### src/rtl/matrix_pkg.sv
// matrix_pkg: shared constants and FSM state type for the 10x10 matrix
// multiply controller and its bench.
package matrix_pkg;

   localparam int unsigned MAT_DIM    = 10;
   localparam int unsigned ADDR_WIDTH = 4;

   // Highest legal row/column/k index, at address width.
   localparam logic [ADDR_WIDTH-1:0] LAST_IDX = ADDR_WIDTH'(MAT_DIM - 1);

   typedef enum logic [2:0] {
      ST_IDLE  = 3'd0,
      ST_FETCH = 3'd1,
      ST_DRAIN = 3'd2,
      ST_WRITE = 3'd3,
      ST_DONE  = 3'd4
   } state_t;

   // True when an index has reached the last row/column/k position.
   function automatic logic is_last(input logic [ADDR_WIDTH-1:0] idx);
      return (idx == LAST_IDX);
   endfunction

endpackage

### src/rtl/mat_mac.sv
// mat_mac: unsigned multiply-accumulate for one C element.
// Ports:
//   clk, rst  - clock and synchronous active-high reset
//   clear     - zero the accumulator (wins over en)
//   en        - add a*b into the accumulator this cycle
//   a, b      - DATA_WIDTH unsigned operands
//   acc       - ACC_WIDTH running sum, wraps modulo 2^ACC_WIDTH
module mat_mac #(
   parameter int DATA_WIDTH = 8,
   parameter int ACC_WIDTH  = 2*DATA_WIDTH+4
) (
   input  logic                  clk,
   input  logic                  rst,
   input  logic                  clear,
   input  logic                  en,
   input  logic [DATA_WIDTH-1:0] a,
   input  logic [DATA_WIDTH-1:0] b,
   output logic [ACC_WIDTH-1:0]  acc
);

   logic [2*DATA_WIDTH-1:0] prod;

   assign prod = a * b;

   // Accumulator register: reset/clear zero it, en adds the full-width product.
   always_ff @(posedge clk) begin
      if (rst) begin
         acc <= '0;
      end else if (clear) begin
         acc <= '0;
      end else if (en) begin
         acc <= acc + ACC_WIDTH'(prod);
      end else begin
         acc <= acc;
      end
   end

endmodule

### src/rtl/matrix_mult_ctrl.sv
// matrix_mult_ctrl: sequences C = A x B over 10x10 matrices held in external
// synchronous-read memories, one C element every 12 cycles.
// Ports:
//   clk, rst                      - clock, synchronous active-high reset
//   start                         - begin a multiply (seen only in IDLE)
//   busy, done                    - busy during FETCH..WRITE, done one-cycle pulse
//   a_* / b_*                     - A (i,k) and B (k,j) read ports, data one cycle late
//   c_*                           - C (i,j) write port, c_writeData = accumulated sum
module matrix_mult_ctrl
   import matrix_pkg::*;
#(
   parameter int DATA_WIDTH = 8,
   parameter int ACC_WIDTH  = 2*DATA_WIDTH+4
) (
   input  logic                  clk,
   input  logic                  rst,
   input  logic                  start,
   output logic                  busy,
   output logic                  done,
   output logic                  a_en_ReadMat,
   output logic                  a_en_WriteMat,
   output logic [ADDR_WIDTH-1:0] a_rowAddr,
   output logic [ADDR_WIDTH-1:0] a_colAddr,
   input  logic [DATA_WIDTH-1:0] a_readData,
   output logic                  b_en_ReadMat,
   output logic                  b_en_WriteMat,
   output logic [ADDR_WIDTH-1:0] b_rowAddr,
   output logic [ADDR_WIDTH-1:0] b_colAddr,
   input  logic [DATA_WIDTH-1:0] b_readData,
   output logic                  c_en_ReadMat,
   output logic                  c_en_WriteMat,
   output logic [ADDR_WIDTH-1:0] c_rowAddr,
   output logic [ADDR_WIDTH-1:0] c_colAddr,
   output logic [ACC_WIDTH-1:0]  c_writeData
);

   state_t                state;
   state_t                next_state;
   logic [ADDR_WIDTH-1:0] row_idx;
   logic [ADDR_WIDTH-1:0] col_idx;
   logic [ADDR_WIDTH-1:0] k_idx;
   logic                  rd_pending;   // a read was issued last cycle, data is on the bus now
   logic                  mac_clear;
   logic [ACC_WIDTH-1:0]  acc;

   assign mac_clear = ((state == ST_IDLE) && start) || (state == ST_WRITE);

   mat_mac #(
      .DATA_WIDTH (DATA_WIDTH),
      .ACC_WIDTH  (ACC_WIDTH)
   ) u_mac (
      .clk   (clk),
      .rst   (rst),
      .clear (mac_clear),
      .en    (rd_pending),
      .a     (a_readData),
      .b     (b_readData),
      .acc   (acc)
   );

   // State register.
   always_ff @(posedge clk) begin
      if (rst) begin
         state <= ST_IDLE;
      end else begin
         state <= next_state;
      end
   end

   // Next-state logic.
   always_comb begin
      next_state = state;
      case (state)
         ST_IDLE:  next_state = start ? ST_FETCH : ST_IDLE;
         ST_FETCH: next_state = is_last(k_idx) ? ST_DRAIN : ST_FETCH;
         ST_DRAIN: next_state = ST_WRITE;
         ST_WRITE: next_state = (is_last(row_idx) && is_last(col_idx)) ? ST_DONE : ST_FETCH;
         ST_DONE:  next_state = ST_IDLE;
         default:  next_state = ST_IDLE;
      endcase
   end

   // Index counters and read-pending flag; k wraps to 0 as FETCH ends so it never reaches 10.
   always_ff @(posedge clk) begin
      if (rst) begin
         row_idx    <= '0;
         col_idx    <= '0;
         k_idx      <= '0;
         rd_pending <= 1'b0;
      end else begin
         rd_pending <= (state == ST_FETCH);
         case (state)
            ST_IDLE: begin
               if (start) begin
                  row_idx <= '0;
                  col_idx <= '0;
                  k_idx   <= '0;
               end else begin
                  k_idx   <= k_idx;
               end
            end
            ST_FETCH: k_idx <= is_last(k_idx) ? '0 : k_idx + ADDR_WIDTH'(1);
            ST_DRAIN: k_idx <= k_idx;
            ST_WRITE: begin
               k_idx <= '0;
               if (is_last(col_idx)) begin
                  col_idx <= '0;
                  row_idx <= is_last(row_idx) ? '0 : row_idx + ADDR_WIDTH'(1);
               end else begin
                  col_idx <= col_idx + ADDR_WIDTH'(1);
               end
            end
            ST_DONE: begin
               row_idx <= '0;
               col_idx <= '0;
               k_idx   <= '0;
            end
            default: begin
               row_idx <= '0;
               col_idx <= '0;
               k_idx   <= '0;
            end
         endcase
      end
   end

   // Output decode: everything idles at 0, each state raises only its own strobes/addresses.
   always_comb begin
      busy          = 1'b0;
      done          = 1'b0;
      a_en_ReadMat  = 1'b0;
      a_en_WriteMat = 1'b0;
      a_rowAddr     = '0;
      a_colAddr     = '0;
      b_en_ReadMat  = 1'b0;
      b_en_WriteMat = 1'b0;
      b_rowAddr     = '0;
      b_colAddr     = '0;
      c_en_ReadMat  = 1'b0;
      c_en_WriteMat = 1'b0;
      c_rowAddr     = '0;
      c_colAddr     = '0;
      c_writeData   = '0;
      case (state)
         ST_IDLE: busy = 1'b0;
         ST_FETCH: begin
            busy         = 1'b1;
            a_en_ReadMat = 1'b1;
            a_rowAddr    = row_idx;
            a_colAddr    = k_idx;
            b_en_ReadMat = 1'b1;
            b_rowAddr    = k_idx;
            b_colAddr    = col_idx;
         end
         ST_DRAIN: busy = 1'b1;
         ST_WRITE: begin
            busy          = 1'b1;
            c_en_WriteMat = 1'b1;
            c_rowAddr     = row_idx;
            c_colAddr     = col_idx;
            c_writeData   = acc;
         end
         ST_DONE: done = 1'b1;
         default: busy = 1'b0;
      endcase
   end

endmodule

### config.mk
export PLATFORM = sky130hd
export DESIGN_NAME = matrix_mult_ctrl
export DESIGN_NICKNAME = d
export VERILOG_FILES = /design/src/rtl/matrix_pkg.sv /design/src/rtl/mat_mac.sv /design/src/rtl/matrix_mult_ctrl.sv
export SDC_FILE = /design/constraint.sdc
export NUM_CORES = 1
export LEC_CHECK = 0
export CAP_MARGIN = 20
export CORE_UTILIZATION = 55
export DETAILED_ROUTE_END_ITERATION = 8
export PLACE_DENSITY = 0.82
export RECOVER_POWER = 25
export SYNTH_ARGS = -nofsm -noshare
export SYNTH_HDL_FRONTEND = slang
export SYNTH_HIERARCHICAL = 1
export SYNTH_SLANG_ARGS = --single-unit
### constraint.sdc
create_clock -name clk -period 9.9 [get_ports clk]
set_clock_uncertainty 0.2 [all_clocks]
set_input_delay 0.99 -clock clk [delete_from_list [all_inputs] [get_ports clk]]
set_output_delay 0.99 -clock clk [all_outputs]
set_load 0.01 [all_outputs]
==> results_dict.tcl <==
set metrics [dict create \
    fmax_mhz 164.6 \
    globalRoute.totalOverflow 0 \
    pwr-share-clk_pct 16.5 \
    htreeDepth 2 \
    ys_warn_count 6 \
    cts_tree "yes" \
    setup-violations-final 0 \
    cts_resized 0 \
    min_period_ns 6.075 \
    failed_checks "max-capacitance violations, max-slew violations" \
    synth_edf_count 0 \
    coreArea_um2 8217 \
    power_frac_comb_pct 62.9 \
    dp_cells 716 \
    grtUsageTotal_pct 23.64 \
    clkTransAtPathRegs_ns 0.07 \
    power.switching_mw 0.3538 \
    antenna_cells 0 \
    vias 3828 \
    status "complete, but fails checks" \
    critPathRequiredTime_ns 9.89 \
    synthFlopType "dfxtp_1" \
    end_kind "register" \
    syn2layout_area_growth_pct 15.45 \
    grt_max_degree 27 \
    row_count 33 \
    async_flop_share_pct 0 \
    synth_area_um2 4657 \
    drc 0 \
    final_common_cell "inv_1" \
    fin_nets 734 \
    power.total_mw 0.7802 \
    cp_max_fo 8 \
    dieHeight_um 94.02 \
    initial_core_util_pct 56.68 \
    io_pins 71 \
    hold_ws_ns 0.3068 \
    avgSynthCellArea_um2 8.184 \
    switching_share_pct 45.35 \
    drt_pre_antenna_iters 4 \
    clockBufferDepth 2 \
    min_path_type "register to register" \
    synth_seq_cells 36 \
    synthDistinctLibCells 53 \
    rsz0062_at_grt "false" \
    relSlewSlack_pct -3.987 \
    cts_hold_buf 0 \
    dp.final_hpwl_mm 7.964 \
    port_buffers 67 \
    gp_congestion 0.8628 \
    clock_latency_ns 0.30 \
    final_cell_mix "115 x inv_1, 70 x and2_1, 63 x clkdlybuf4s50_1" \
    seq_area_frac_synth_pct 15.48 \
    cts_setup_buffers 0 \
    pwr-share-seq_pct 20.5 \
    drive_gt1_share_pct 1.777 \
    p_leak_nw 2.558 \
    fin_cells 724 \
    critPathArrivalTime_ns 6.07 \
    antenna_found_initial 0 \
    first_iter_violations 171 \
    setup_tns_ns 0 \
    ir_worst_vdd_uv 117.9 \
    detail_route.wl_per_cell_um 13.67 \
    grt_pass1_vias 3745 \
    tightest_slew_ns 1.556 \
    r2r_cells 15 \
    drv_cap 1 \
    power_density_nw_per_um2 145.1 \
    finalHoldViolations 0 \
    drv_slew 18 \
    die_w_um 94.02 \
    grt_pass1_wl_mm 16.66 \
    path_class "primary input to register" \
    cts.sinks 36 \
    fillers 694 \
    fin_crit_sh_pct 61.36 \
    startpoint_type "primary input" \
    routed_wl_mm 9.896 \
    vias_per_cell 5.287 \
    p_int_mw 0.4264 \
    die_area_um2 8839 \
    hold_path_depth 2 \
    netlist_instances 569 \
    cts_buffers 5 \
    root_buffer "clkbuf_8" \
    detail-route-antenna-nets 0 \
]
-- path summary, 6_finish.rpt --
path                         to           from  slack (ns)
setup / recovery  u_mac/acc[17]  a_readData[4]        3.83
hold / removal    u_mac/acc[16]  u_mac/acc[16]        0.31
setup reg to reg  u_mac/acc[17]   u_mac/acc[4]        5.11
hold reg to reg   u_mac/acc[16]  u_mac/acc[16]        0.31
-- stage by stage --
stage          utilization (%)  area, um2  setup slack, ns
2_1_floorplan                -       4664            4.203
5_1_grt                  65.43       5376            3.660
3_3_place_gp             64.52       5301            3.596
4_1_cts                  65.83       5409            3.828
6_report                 65.43       5376            3.825
3_5_place_dp             64.52       5301            3.531
-- logic make-up after synthesis --
group / after synthesis / share of synthesized area (%)
adders and majority gates: 97 / 34.12
buffers and inverters: 142 / 12.82
muxes: 12 / 2.606
DFF: 36 / 15.48
xor gates and xnor gates: 7 / 1.317
and+or+nand+nor: 194 / 22.09
AOI/OAI and AO/OA: 80 / 11.50
other: 1 / 0.08052
-- critical path: stages --
cell             delay [ns]
clkdlybuf4s50_1        0.62
nand2_1                0.13
fa_1                   0.54
inv_1                  0.05
fa_1                   0.56
inv_1                  0.07
fa_1                   0.51
fa_1                   0.55
inv_1                  0.04
ha_1                   0.37
and3_1                 0.22
a221o_1                0.32
a221o_1                0.35
a31oi_1                0.19
mux2_2                 0.35
a31o_2                 0.21
-- state kept, by name, summed over array words and instances, names as in the netlist --
signal      flops
state           3
row_idx         4
rd_pending      1
u_mac/acc      20
col_idx         4
k_idx           4
-- per-layer routing --
layer	wire length, um	share of wire, %	track usage [%]
met4	101	1.0	5.385
met2	4766	48	40.33
met5	0	0	0
met3	474	4.8	2.346
met1	4554	46	32.26
-- layout make-up --
cell class / count / area, um2 / share of cell area (%)
flip-flops and latches: 36 / 720.7 / 13.40
multi-input cells: 393 / 3314 / 61.65
clock inverters: 2 / 35.03 / 0.6516
repair buffers: 67 / 670.6 / 12.47
inverters: 115 / 431.7 / 8.029
clock buffers: 6 / 72.57 / 1.350
well taps: 105 / 131.4 / 2.444
-- Yosys cell counts, types with 5 or more instances --
library cell | instances | area share, %
fa_1 | 50 | 21
nand2_1 | 42 | 3.4
o21ai_0 | 14 | 1.5
a21oi_1 | 24 | 2.6
and3_1 | 5 | 0.67
buf_4 | 11 | 1.8
dfxtp_1 | 36 | 15
ha_1 | 47 | 13
a211oi_1 | 6 | 0.97
a21o_1 | 5 | 0.81
nor2_1 | 42 | 3.4
inv_1 | 115 | 9.3
mux2i_1 | 11 | 2.4
nand3_1 | 8 | 0.86
nor3_1 | 7 | 0.75
and2_1 | 70 | 9.4
clkbuf_1 | 13 | 1.0
-- power groups by stage --
stage	Sequential, mW	Combinational (mW)	Clock (mW)
finish	0.160	0.491	0.129
global route	0.161	0.555	0.137
CTS	0.161	0.487	0.131
detailed placement	0.164	0.482	0
global placement	0.164	0.469	0
floorplan	0.159	0.386	0
No activity file was read; power rests on OpenSTA's default activity.
